--- config.mk ---
export PLATFORM = sky130hd
export DESIGN_NAME = fp_add_pipe
export DESIGN_NICKNAME = d
export VERILOG_FILES = /design/src/rtl/fp_add_pipe.sv
export SDC_FILE = /design/constraint.sdc
export NUM_CORES = 1
export LEC_CHECK = 0
export CAP_MARGIN = 20
export CORE_ASPECT_RATIO = 1.1
export CORE_MARGIN = 5
export CORE_UTILIZATION = 45
export CTS_CLUSTER_DIAMETER = 60
export DETAILED_ROUTE_END_ITERATION = 10
export PLACE_DENSITY_LB_ADDON = 0.05
export SLEW_MARGIN = 20
export SYNTH_ARGS = -nofsm -noshare
export SYNTH_HDL_FRONTEND = slang
export SYNTH_SLANG_ARGS = --single-unit
--- constraint.sdc ---
create_clock -name clk -period 5.05 [get_ports clk]
set_input_delay 1.01 -clock clk [delete_from_list [all_inputs] [get_ports clk]]
set_output_delay 1.01 -clock clk [all_outputs]
set_load 0.05 [all_outputs]
--- src/rtl/fp_add_pipe.sv ---
// fp_add_pipe: three-stage IEEE-754 style adder/subtractor.
// Flush-to-zero, four rounding modes, global stall on out_ready.
module fp_add_pipe #(
  parameter int EXP_W = 8,
  parameter int MAN_W = 23,
  localparam int W = 1 + EXP_W + MAN_W
) (
  input  logic         clk,
  input  logic         rst_n,
  input  logic         in_valid,
  output logic         in_ready,
  input  logic [W-1:0] a,
  input  logic [W-1:0] b,
  input  logic         sub,
  input  logic [1:0]   round_mode,
  output logic         out_valid,
  input  logic         out_ready,
  output logic [W-1:0] result,
  output logic         overflow,
  output logic         error,
  output logic         inexact
);

  localparam int F = MAN_W + 4;
  localparam int LZW = $clog2(F + 1);
  localparam logic [EXP_W-1:0] EONE = '1;
  localparam logic [EXP_W-1:0] EMXF = EONE - 1'b1;
  localparam logic [W-1:0] QNAN =
    {1'b0, EONE, 1'b1, {(MAN_W-1){1'b0}}};

  typedef struct packed {
    logic             vld;
    logic             nan;
    logic             inf;
    logic             isgn;
    logic             sgn;
    logic             esub;
    logic [1:0]       rm;
    logic [EXP_W-1:0] exp;
    logic [F-1:0]     xm;
    logic [F-1:0]     ym;
  } s1_t;

  typedef struct packed {
    logic             vld;
    logic             nan;
    logic             inf;
    logic             isgn;
    logic             sgn;
    logic             esub;
    logic             zero;
    logic [1:0]       rm;
    logic [EXP_W+1:0] exp;
    logic [F-1:0]     man;
  } s2_t;

  s1_t s1_d, s1_q;
  s2_t s2_d, s2_q;

  logic         vld_q;
  logic [W-1:0] res_d, res_q;
  logic         ovf_d, ovf_q;
  logic         err_d, err_q;
  logic         inx_d, inx_q;
  logic         advance;

  assign advance   = out_ready || !vld_q;
  assign in_ready  = advance;
  assign out_valid = vld_q;
  assign result    = res_q;
  assign overflow  = ovf_q;
  assign error     = err_q;
  assign inexact   = inx_q;

  // S1: unpack, classify, order by magnitude, align Y
  logic             sa, sb, sx, sy, swap;
  logic             a_nan, b_nan, a_inf, b_inf;
  logic [EXP_W-1:0] ea, eb, ex, ey, d;
  logic [MAN_W-1:0] fa, fb;
  logic [MAN_W:0]   ma, mb, mx, my;
  logic [2*F-1:0]   ext;

  always_comb begin
    sa    = a[W-1];
    ea    = a[W-2:MAN_W];
    fa    = a[MAN_W-1:0];
    sb    = b[W-1] ^ sub;
    eb    = b[W-2:MAN_W];
    fb    = b[MAN_W-1:0];
    a_nan = (ea == EONE) && (fa != '0);
    b_nan = (eb == EONE) && (fb != '0);
    a_inf = (ea == EONE) && (fa == '0);
    b_inf = (eb == EONE) && (fb == '0);
    ma    = (ea == '0) ? '0 : {1'b1, fa};
    mb    = (eb == '0) ? '0 : {1'b1, fb};
    swap  = {eb, mb} > {ea, ma};
    {sx, ex, mx} = swap ? {sb, eb, mb} : {sa, ea, ma};
    {sy, ey, my} = swap ? {sa, ea, ma} : {sb, eb, mb};
    d     = ex - ey;
    ext   = {my, 3'b000, {F{1'b0}}} >> d;

    s1_d      = '0;
    s1_d.vld  = in_valid;
    s1_d.nan  = a_nan || b_nan ||
                (a_inf && b_inf && (sa != sb));
    s1_d.inf  = a_inf || b_inf;
    s1_d.isgn = a_inf ? sa : sb;
    s1_d.sgn  = sx;
    s1_d.esub = sx ^ sy;
    s1_d.rm   = round_mode;
    s1_d.exp  = ex;
    s1_d.xm   = {mx, 3'b000};
    if (32'(d) >= 32'(F - 1))
      s1_d.ym = {{(F-1){1'b0}}, |my};
    else
      s1_d.ym = ext[2*F-1:F] |
                {{(F-1){1'b0}}, |ext[F-1:0]};
  end

  // S2: add/subtract magnitudes, normalise
  logic [F:0]     sum;
  logic [LZW-1:0] lz;

  always_comb begin
    if (s1_q.esub)
      sum = {1'b0, s1_q.xm} - {1'b0, s1_q.ym};
    else
      sum = {1'b0, s1_q.xm} + {1'b0, s1_q.ym};
    lz = '0;
    for (int i = 0; i < F; i++)
      if (sum[i]) lz = LZW'(F - 1 - i);

    s2_d      = '0;
    s2_d.vld  = s1_q.vld;
    s2_d.nan  = s1_q.nan;
    s2_d.inf  = s1_q.inf;
    s2_d.isgn = s1_q.isgn;
    s2_d.sgn  = s1_q.sgn;
    s2_d.esub = s1_q.esub;
    s2_d.rm   = s1_q.rm;
    s2_d.zero = (sum == '0);
    if (sum[F]) begin
      s2_d.man = {sum[F:2], sum[1] | sum[0]};
      s2_d.exp = {2'b00, s1_q.exp} + 1'b1;
    end else begin
      s2_d.man = sum[F-1:0] << lz;
      s2_d.exp = {2'b00, s1_q.exp} - (EXP_W+2)'(lz);
    end
  end

  // S3: round, renormalise, pack, special cases
  logic             g, r, st, lsb, inx, up;
  logic             ufl, ofl, to_inf, zsgn;
  logic [MAN_W+1:0] rnd;
  logic [MAN_W-1:0] frac;
  logic [EXP_W+1:0] ef;

  always_comb begin
    lsb = s2_q.man[3];
    g   = s2_q.man[2];
    r   = s2_q.man[1];
    st  = s2_q.man[0];
    inx = g || r || st;
    unique case (s2_q.rm)
      2'b00:   up = !s2_q.sgn && inx;
      2'b01:   up = s2_q.sgn && inx;
      2'b10:   up = g && (r || st || lsb);
      default: up = 1'b0;
    endcase
    rnd = {1'b0, s2_q.man[F-1:3]} + (MAN_W+2)'(up);
    if (rnd[MAN_W+1]) begin
      frac = rnd[MAN_W:1];
      ef   = s2_q.exp + 1'b1;
    end else begin
      frac = rnd[MAN_W-1:0];
      ef   = s2_q.exp;
    end
    ufl    = s2_q.exp[EXP_W+1] || (s2_q.exp == '0);
    ofl    = !ef[EXP_W+1] && (ef >= {2'b00, EONE});
    to_inf = (s2_q.rm == 2'b10) ||
             ((s2_q.rm == 2'b00) && !s2_q.sgn) ||
             ((s2_q.rm == 2'b01) && s2_q.sgn);
    zsgn   = s2_q.esub ? (s2_q.rm == 2'b01) : s2_q.sgn;

    res_d = {s2_q.sgn, ef[EXP_W-1:0], frac};
    ovf_d = 1'b0;
    err_d = 1'b0;
    inx_d = inx;
    if (s2_q.nan) begin
      res_d = QNAN;
      err_d = 1'b1;
      inx_d = 1'b0;
    end else if (s2_q.inf) begin
      res_d = {s2_q.isgn, EONE, {MAN_W{1'b0}}};
      inx_d = 1'b0;
    end else if (s2_q.zero) begin
      res_d = {zsgn, {(W-1){1'b0}}};
      inx_d = 1'b0;
    end else if (ufl) begin
      res_d = {s2_q.sgn, {(W-1){1'b0}}};
      inx_d = 1'b1;
    end else if (ofl) begin
      ovf_d = 1'b1;
      inx_d = 1'b1;
      res_d = to_inf ?
        {s2_q.sgn, EONE, {MAN_W{1'b0}}} :
        {s2_q.sgn, EMXF, {MAN_W{1'b1}}};
    end
  end

  always_ff @(posedge clk or negedge rst_n) begin
    if (!rst_n) begin
      s1_q  <= '0;
      s2_q  <= '0;
      vld_q <= 1'b0;
      res_q <= '0;
      ovf_q <= 1'b0;
      err_q <= 1'b0;
      inx_q <= 1'b0;
    end else if (advance) begin
      s1_q  <= s1_d;
      s2_q  <= s2_d;
      vld_q <= s2_q.vld;
      res_q <= res_d;
      ovf_q <= ovf_d;
      err_q <= err_d;
      inx_q <= inx_d;
    end
  end

endmodule

==> key figures, run 1 <==
Run status
  • Outcome: finished, violations left
  • Violated checks: setup timing

Clock tree
  • Maximum level of the CTS H-tree: 4
  • Clock network latency to the later pin of the worst-skew pair: 0.45 ns
  • Clock-pin slew on the worst setup and hold paths: 0.07 ns
  • Number of buffers created by CTS: 17
  • Root cell of the clock tree: sky130_fd_sc_hd__clkbuf_16
  • TritonCTS clock tree: done
  • Clk sinks: 149
  • Buffer levels on the longest clock path: 2
  • Number of buffers added to fix hold violations after cts: 0

Synthesis
  • Synthesized instance count: 2029
  • Post-synthesis xor/xnor area fraction: 0.0368
  • Number of synthesis warnings: 0
  • Synthesized net count: 2196
  • Synth async-reset ratio: 1.00
  • Adder-Cell Fraction of Synth Area: 0.0777
  • Sequential cell area fraction in the yosys report: 0.238
  • Mux contribution to synthesized area: 0.0694
  • Area share of and/or/nand/nor cells after synthesis: 0.207
  • Distinct cell type count of the synthesized netlist: 112
  • Post-Syn Area per Cell: 7.72 µm²
  • Post-synth EDFFs: 0
  • Share of the synthesized area in compound gates (AO/OA/AOI/OAI): 0.309
  • Largest family of logic cells by synthesized area: compound AO/OA/AOI/OAI gates
  • Area of the mapped netlist: 0.0157 mm²
  • Primary flip-flop cell chosen by synthesis mapping: sky130_fd_sc_hd__dfrtp_1
  • Synthesized flop and latch total: about 150

Timing
  • Worst Slack Setup Final: -0.655 ns
  • Final hold viol count: 0
  • Final clock period utilization by the worst path: 1.13
  • Post-layout min period: 5.71 ns
  • Final number of setup-violating endpoints: 33
  • Number of slew-limit violations in the final report: 0
  • Worst-Margin Slew: 0.841 ns
  • Relative slew margins: 0.439
  • Setup skew after layout: 0.0156 ns
  • RSZ-0062 raised after global routing: yes
  • Max Fclk: between 150 and 200 MHz

Place
  • Placed Area: 0.0210 mm²
  • HPWL Detailed: 49300 µm
  • Final weighted congestion in routability-driven placement: 0.993
  • Placement-stage worst setup slack: -1.78 ns
  • Buffers on Ports: 107

Route
  • Routed wire length: 63500 µm
  • Avg WL per Cell: 20.6 µm
  • Mean number of vias per cell: 5.98
  • Post-route DRC: 0
  • Number of nets still failing antenna checks after routing: 0
  • First-pass iteration count of the detailed router: 5
  • Iteration-0 DRC Markers: roughly 1400
  • Routed via count: between 15000 and 20000

GRT
  • First-pass GRT wire length: 98500 µm
  • Global-route total usage across every layer: 0.315
  • Via count of the first global-routing pass: 18239
  • Residual overflow from global routing: 0
  • Met2 routing resource usage after global routing: 0.552
  • Routing usage on met3: 0.0366
  • Initial antenna violation count: 0
  • Most heavily used metal layer in global routing: met2
  • Largest net degree at the start of global routing: 84
  • Met1 global-route usage: 0.403

Finish
  • Area of the multi-input gates: 0.0129 mm²
  • Area growth from synthesis to layout: 54.8%
  • Antenna cell count: 0
  • Share of final-layout standard cells stronger than drive strength 1: 0.372
  • Flip-flop and latch area: 0.00373 mm²
  • Core occupancy in the finished layout: 0.707
  • Post-layout nets: 2796
  • Fill count: 2737
  • Post-route cell area: 0.0242 mm²

Critical path
  • Launching element type of the critical path: primary input
  • Arrival @ worst endpoint: about 6 ns
  • Worst endpoint required time: between 5 and 6 ns
  • Largest fanout on the critical path: 6
  • Critical path start-end classification: in -> reg
  • Crit path capture type: flip-flop

Floorplan
  • Chip Height: 206 µm
  • Starting Density: 0.457
  • Floorplan row count: ~70
  • Number of placed I/O pins: 108
  • Core Region: ~0.034 mm²
  • Die width: 188 µm
  • Die footprint: 0.0386 mm²

Power and ir drop
  • Reported leakage power: 10.7 nW
  • Maximum VDD drop: 0.000315 V
  • Pwr/cell area: 525 mW/mm²

Hold path
  • Worst Hold Class: reg -> reg

Flow run
  • Max capacitance violation total: 0
==> power breakdown <==
part | leakage, nW | internal [mW] | total (mW) | switching, mW
Combinational | 8.58 | 4.28 | 9.37 | 5.10
Sequential | 1.85 | 1.59 | 2.00 | 0.403
Clock | 0.294 | 0.751 | 1.35 | 0.602
Total | 10.7 | 6.62 | 12.7 | 6.10
==> layout by cell type (no fill, tap or decap), types with 37 or more instances in the layout <==
cell type                         count
sky130_fd_sc_hd__a21oi_1            123
sky130_fd_sc_hd__buf_4              534
sky130_fd_sc_hd__buf_6               57
sky130_fd_sc_hd__clkdlybuf4s50_1     90
sky130_fd_sc_hd__dfrtp_1            149
sky130_fd_sc_hd__ha_1                80
sky130_fd_sc_hd__inv_1               93
sky130_fd_sc_hd__mux2i_1             37
sky130_fd_sc_hd__nand2_1            223
sky130_fd_sc_hd__nand3_1             43
sky130_fd_sc_hd__nor2_1             157
sky130_fd_sc_hd__nor3_1              46
sky130_fd_sc_hd__o211ai_1            43
sky130_fd_sc_hd__o21ai_0            115
==> registers in the layout, indices dropped and copies added (netlist names) <==
signal / count
g: 1
out_valid: 1
result: 32
r: 1
overflow: 1
error: 1
inexact: 1
s2_q: 43
s1_q: 67
lsb: 1
==> per-stage QoR <==
| step | hold WS, ns | power, mW | setup TNS [ns] | instances |
|---|---|---|---|---|
| 2_1_floorplan | 0.430 | 6.55 | -13.53 | 2029 |
| 3_3_place_gp | 0.441 | 9.84 | -35.72 | 2968 |
| 3_5_place_dp | 0.457 | 9.93 | -38.01 | 2968 |
| 4_1_cts | 0.474 | 11.8 | -7.65 | 3046 |
| 5_1_grt | 0.509 | 13.4 | -18.89 | 3080 |
| 6_report | 0.474 | 12.7 | -11.83 | 3080 |
==> synth_stat cells, types with 23 or more instances <==
cell | n | area share
sky130_fd_sc_hd__nand2_1 | 257 | 0.062
sky130_fd_sc_hd__nor2_1 | 174 | 0.042
sky130_fd_sc_hd__dfrtp_1 | 149 | 0.24
sky130_fd_sc_hd__a21oi_1 | 139 | 0.044
sky130_fd_sc_hd__o21ai_0 | 138 | 0.044
sky130_fd_sc_hd__inv_1 | 106 | 0.025
sky130_fd_sc_hd__ha_1 | 94 | 0.075
sky130_fd_sc_hd__clkbuf_1 | 86 | 0.021
sky130_fd_sc_hd__mux2i_1 | 58 | 0.037
sky130_fd_sc_hd__nor3_1 | 57 | 0.018
sky130_fd_sc_hd__nand3_1 | 44 | 0.014
sky130_fd_sc_hd__o211ai_1 | 43 | 0.021
sky130_fd_sc_hd__xnor2_1 | 39 | 0.022
sky130_fd_sc_hd__a21o_1 | 31 | 0.015
sky130_fd_sc_hd__nor4_1 | 31 | 0.012
sky130_fd_sc_hd__a31oi_1 | 29 | 0.012
sky130_fd_sc_hd__o22ai_1 | 29 | 0.012
sky130_fd_sc_hd__buf_2 | 27 | 0.0086
sky130_fd_sc_hd__a22o_1 | 26 | 0.015
sky130_fd_sc_hd__a211oi_1 | 25 | 0.012
sky130_fd_sc_hd__mux2_2 | 24 | 0.017
sky130_fd_sc_hd__nand4_1 | 24 | 0.0096
sky130_fd_sc_hd__xor2_1 | 23 | 0.013
==> path summary, 6_finish.rpt <==
check                               from       end  slack, ns  cells after the start
min in group asynchronous          rst_n  s1_q[43]       0.57                      1
max in group asynchronous          rst_n   s2_q[4]       3.39                      2
worst max register to register  s1_q[30]  s2_q[33]      -0.29                     27
worst min-delay path            s2_q[45]  s2_q[45]       0.47                      2
worst min register to register  s2_q[45]  s2_q[45]       0.47                      2
worst max-delay path               b[24]   s1_q[0]      -0.66                     26
==> routing by layer <==
metal	share of wire	vias to the layer above	wire (µm)
met3	0.052	111	3320
met4	0.035	0	2220
met1	0.42	8873	26800
met2	0.49	683	31100
li1	-	8750	-
met5	0	-	0
==> kinds of logic after synthesis <==
| logic type | after synthesis |
|---|---|
| adder cells (fa/ha/maj) | 96 |
| multiplexers | 93 |
| AND/OR/NAND/NOR | 697 |
| AO/OA/AOI/OAI | 691 |
| buffers and inverters | 239 |
| XOR/XNOR | 64 |
| flip-flops | 149 |
==> area by class of cell <==
type / count / area share
Sequential cell: 149 / 0.154
Timing Repair Buffer: 710 / 0.248
Clock buffer: 17 / 0.0175
Tap cell: 438 / 0.0226
Inverter: 109 / 0.0175
Multi-Input combinational cell: 1642 / 0.533
Clock inverter: 15 / 0.00748
==> repair_timing <==
item,CTS,global route
setup endpoints to repair,55,66
setup buffers,42,43
resized for setup,250,233
pin swaps,77,111
cloned,6,2
==> worst max-delay path: stages <==
cell and delay (ns):
sky130_fd_sc_hd__buf_6 0.10, sky130_fd_sc_hd__nor4_4 0.35, sky130_fd_sc_hd__nand2_4 0.19, sky130_fd_sc_hd__buf_6 0.18, sky130_fd_sc_hd__nand2_4 0.07, sky130_fd_sc_hd__inv_4 0.04, sky130_fd_sc_hd__ha_4 0.26, sky130_fd_sc_hd__nand4_1 0.13
sky130_fd_sc_hd__or4_4 0.63, sky130_fd_sc_hd__buf_6 0.15, sky130_fd_sc_hd__nor3_4 0.19, sky130_fd_sc_hd__a21oi_2 0.08, sky130_fd_sc_hd__nor2_4 0.16, sky130_fd_sc_hd__nor2_2 0.06, sky130_fd_sc_hd__a22oi_2 0.21, sky130_fd_sc_hd__ha_4 0.27
sky130_fd_sc_hd__buf_6 0.13, sky130_fd_sc_hd__buf_6 0.12, sky130_fd_sc_hd__mux2_4 0.31, sky130_fd_sc_hd__a21oi_4 0.15, sky130_fd_sc_hd__mux4_2 0.29, sky130_fd_sc_hd__and2_4 0.16, sky130_fd_sc_hd__a41oi_4 0.12, sky130_fd_sc_hd__nor4_4 0.29
sky130_fd_sc_hd__a21oi_2 0.10, sky130_fd_sc_hd__o31a_1 0.24
(Power assumes the default switching activity.)
==> run 2, diff against run 1 <==
Clock period 5.05 ns to 6.2 ns, I/O delays scaled along.
==> run 2 against run 1 <==
Compared with the run above:
- the flow now finishes without violations
- clock power is 19% lower
- combinational power is 38% lower
- via count is 7.9% lower
- sequential power is 19% lower
- largest cell class unchanged
==> key figures, run 2 (synthesis results as in run 1) <==
Run status
  • Outcome: finished clean (was finished, violations left)

Clock tree
  • Clk sinks: 149 (unchanged)
  • Clock network latency to the later pin of the worst-skew pair: 0.44 ns (was 0.45 ns)
  • Clock-pin slew on the worst setup and hold paths: 0.07 ns (about the same)
  • Maximum level of the CTS H-tree: 4 (unchanged)
  • Buffer levels on the longest clock path: 2 (unchanged)
  • Root cell of the clock tree: sky130_fd_sc_hd__clkbuf_16 (unchanged)
  • TritonCTS clock tree: done (unchanged)
  • Number of buffers created by CTS: 17 (unchanged)

Finish
  • Flip-flop and latch area: 0.00373 mm² (unchanged)
  • Commonest non-fill, non-tap cells in the layout: 273 x sky130_fd_sc_hd__buf_4, 243 x sky130_fd_sc_hd__nand2_1, 171 x sky130_fd_sc_hd__nor2_1, 149 x sky130_fd_sc_hd__dfrtp_1, 136 x sky130_fd_sc_hd__a21oi_1 (was 534 x sky130_fd_sc_hd__buf_4, 223 x sky130_fd_sc_hd__nand2_1, 157 x sky130_fd_sc_hd__nor2_1, 149 x sky130_fd_sc_hd__dfrtp_1, 123 x sky130_fd_sc_hd__a21oi_1)
  • Most frequent standard cell in the layout excluding fill and tap cells: sky130_fd_sc_hd__buf_4 (unchanged)
  • Share of final-layout standard cells stronger than drive strength 1: 0.199 (was 0.372)
  • Fill count: 3187 (was 2737)
  • Area growth from synthesis to layout: 28.3% (was 54.8%)
  • Max FFs per register: 67 (unchanged)
  • Post-layout nets: 2479 (was 2796)
  • Area of the multi-input gates: 0.0114 mm² (was 0.0129 mm²)
  • Largest register by flop count: s1_q (unchanged)
  • Antenna cell count: 0 (unchanged)
  • Core occupancy in the finished layout: 0.586 (was 0.707)

GRT
  • Largest net degree at the start of global routing: 98 (was 84)
  • Initial antenna violation count: 0 (unchanged)
  • Residual overflow from global routing: 0 (unchanged)
  • First-pass GRT wire length: 89900 µm (was 98500 µm)
  • Global-route total usage across every layer: 0.286 (was 0.315)
  • Via count of the first global-routing pass: 16394 (was 18239)

Critical path
  • Arrival @ worst endpoint: 6.43 ns (was 6.03 ns)
  • Critical Path Max Stage Delay: 0.55 ns (was 0.63 ns)
  • Critical path start-end classification: in -> reg (unchanged)
  • Critical Path Slowest Stage Cell: sky130_fd_sc_hd__or4_4 (unchanged)
  • Launching element type of the critical path: primary input (unchanged)
  • Worst reg2reg setup slack: 0.26 ns (was -0.29 ns)
  • Worst r2r dst: s2_q[35] (was s2_q[33])
  • Length in cells of the worst reg-to-reg path: 23 (was 27)
  • Reg2reg start: s1_q[33] (was s1_q[30])
  • Crit path capture type: flip-flop (unchanged)
  • Largest fanout on the critical path: 6 (unchanged)
  • Cell seen most often among critical-path stages: sky130_fd_sc_hd__nand2_2 (was sky130_fd_sc_hd__buf_6)
  • CP top delay family: simple AND/OR/NAND/NOR gates (unchanged)
  • Worst endpoint required time: 6.52 ns (was 5.37 ns)
  • Buffer and inverter count on the worst path: 5 (was 6)

Timing
  • Worst-Margin Slew: 0.940 ns (was 0.841 ns)
  • Final clock period utilization by the worst path: 0.986
  • Final hold viol count: 0 (unchanged)
  • Post-layout min period: 6.11 ns
  • Number of slew-limit violations in the final report: 0 (unchanged)
  • Setup skew after layout: 0.0105 ns (was 0.0156 ns)
  • Max Fclk: approximately 160 MHz
  • Hold WS: 0.470 ns (was 0.474 ns)
  • Relative slew margins: 0.373 (was 0.439)
  • Final number of setup-violating endpoints: 0 (was 33)

Hold path
  • Worst Hold Class: reg -> reg (unchanged)
  • Min-delay src: s2_q[45] (unchanged)
  • Number of cells on the worst hold path: 1 (was 2)
  • Worst Hold Path EP: out_valid (was s2_q[45])

Route
  • Routed via count: 16959 (was 18417)
  • Mean number of vias per cell: 6.14 (was 5.98)
  • First-pass iteration count of the detailed router: 6 (was 5)
  • Avg WL per Cell: 20.7 µm (was 20.6 µm)
  • Post-route DRC: 0 (unchanged)
  • Iteration-0 DRC Markers: 1230 (was 1444)
  • Number of nets still failing antenna checks after routing: 0 (unchanged)
  • Routed wire length: 57100 µm (was 63500 µm)

Power and ir drop
  • Pwr/cell area: 423 mW/mm² (was 525 mW/mm²)
  • Maximum VDD drop: 0.000261 V (was 0.000315 V)
  • Reported leakage power: 8.87 nW (was 10.7 nW)

Flow run
  • Max capacitance violation total: 0 (unchanged)

Floorplan
  • Floorplan row count: 71 (unchanged)
  • Chip Height: 206 µm (unchanged)
  • Number of placed I/O pins: 108 (unchanged)
  • Starting Density: 0.457 (unchanged)
  • Die footprint: 0.0386 mm² (unchanged)
  • Core Region: 0.0343 mm² (unchanged)
  • Die width: 188 µm (unchanged)

Place
  • HPWL Detailed: 45100 µm (was 49300 µm)
  • Buffers on Ports: 107 (unchanged)
  • Final weighted congestion in routability-driven placement: 0.961 (was 0.993)
run 2: changes by cell type in the layout (fill, tap and decap cells not counted), moves of 10 or more:
cell and change:
sky130_fd_sc_hd__o22ai_2 -11, sky130_fd_sc_hd__o21ai_0 +20, sky130_fd_sc_hd__buf_6 -51, sky130_fd_sc_hd__buf_4 -261
sky130_fd_sc_hd__a21oi_1 +13, sky130_fd_sc_hd__nand2_1 +20, sky130_fd_sc_hd__o22ai_1 +15, sky130_fd_sc_hd__a211oi_1 +11
sky130_fd_sc_hd__nor2_1 +14, sky130_fd_sc_hd__mux2i_1 +14, sky130_fd_sc_hd__nand2_2 -13, sky130_fd_sc_hd__inv_1 +12
sky130_fd_sc_hd__mux2i_4 -10
run 2: area by class of cell:
| type | instances | area share |
|---|---|---|
| inverter | 109 | 0.0204 |
| clock inverter | 15 | 0.00896 |
| timing repair buffer | 394 | 0.169 |
| sequential | 149 | 0.185 |
| clock buffer | 17 | 0.0212 |
| multi-input combinational | 1641 | 0.568 |
| tap | 438 | 0.0273 |
run 2: routing by layer:
layer	global-route usage	up-vias	part of all wire
met5	0	-	0
li1	-	8123	-
met4	0.0834	0	0.029
met1	0.391	8153	0.45
met3	0.0321	103	0.047
met2	0.481	580	0.47
run 2: metrics by stage:
stage	worst slack [ns]	setup TNS, ns	instances	power [mW]	area [µm²]
after floorplan	0.000889	0	2029	5.29	15800
after global placement	-0.421	-3.48	2717	7.19	18900
after detailed placement	-0.516	-5.89	2717	7.20	18900
after CTS	0.0372	0	2752	8.36	19600
after global routing	-0.0556	-0.0556	2763	9.01	20100
final	0.0872	0	2763	8.49	20100
run 2: what timing repair did:
item,CTS,global route
setup buffers,2,7
setup endpoints to repair,1,16
resized for setup,16,71
cloned,1,4
pin swaps,7,24
hold buffers,0,0
run 2: power by group:
part	switching, mW	total [mW]	internal (mW)
Sequential	0.336	1.63	1.30
Combinational	3.47	5.77	2.29
Clock	0.480	1.09	0.613
run 2: how the worst max path moves through the flow:
stage	slack, ns	depth (start not counted)	start	to
floorplan	0.0009	28	b[28]	s1_q[0]
global placement	-0.42	26	b[24]	s1_q[0]
detailed placement	-0.52	24	b[28]	s1_q[0]
CTS	0.04	25	b[28]	s1_q[0]
global route	-0.06	25	a[25]	s1_q[0]
finish	0.09	25	a[25]	s1_q[0]
==> run 3, diff against run 2 <==
Settings changed: TNS_END_PERCENT set to 100.
==> results of run 3 <==
No change in the layout: final DEF, timing and power equal those of run 2.
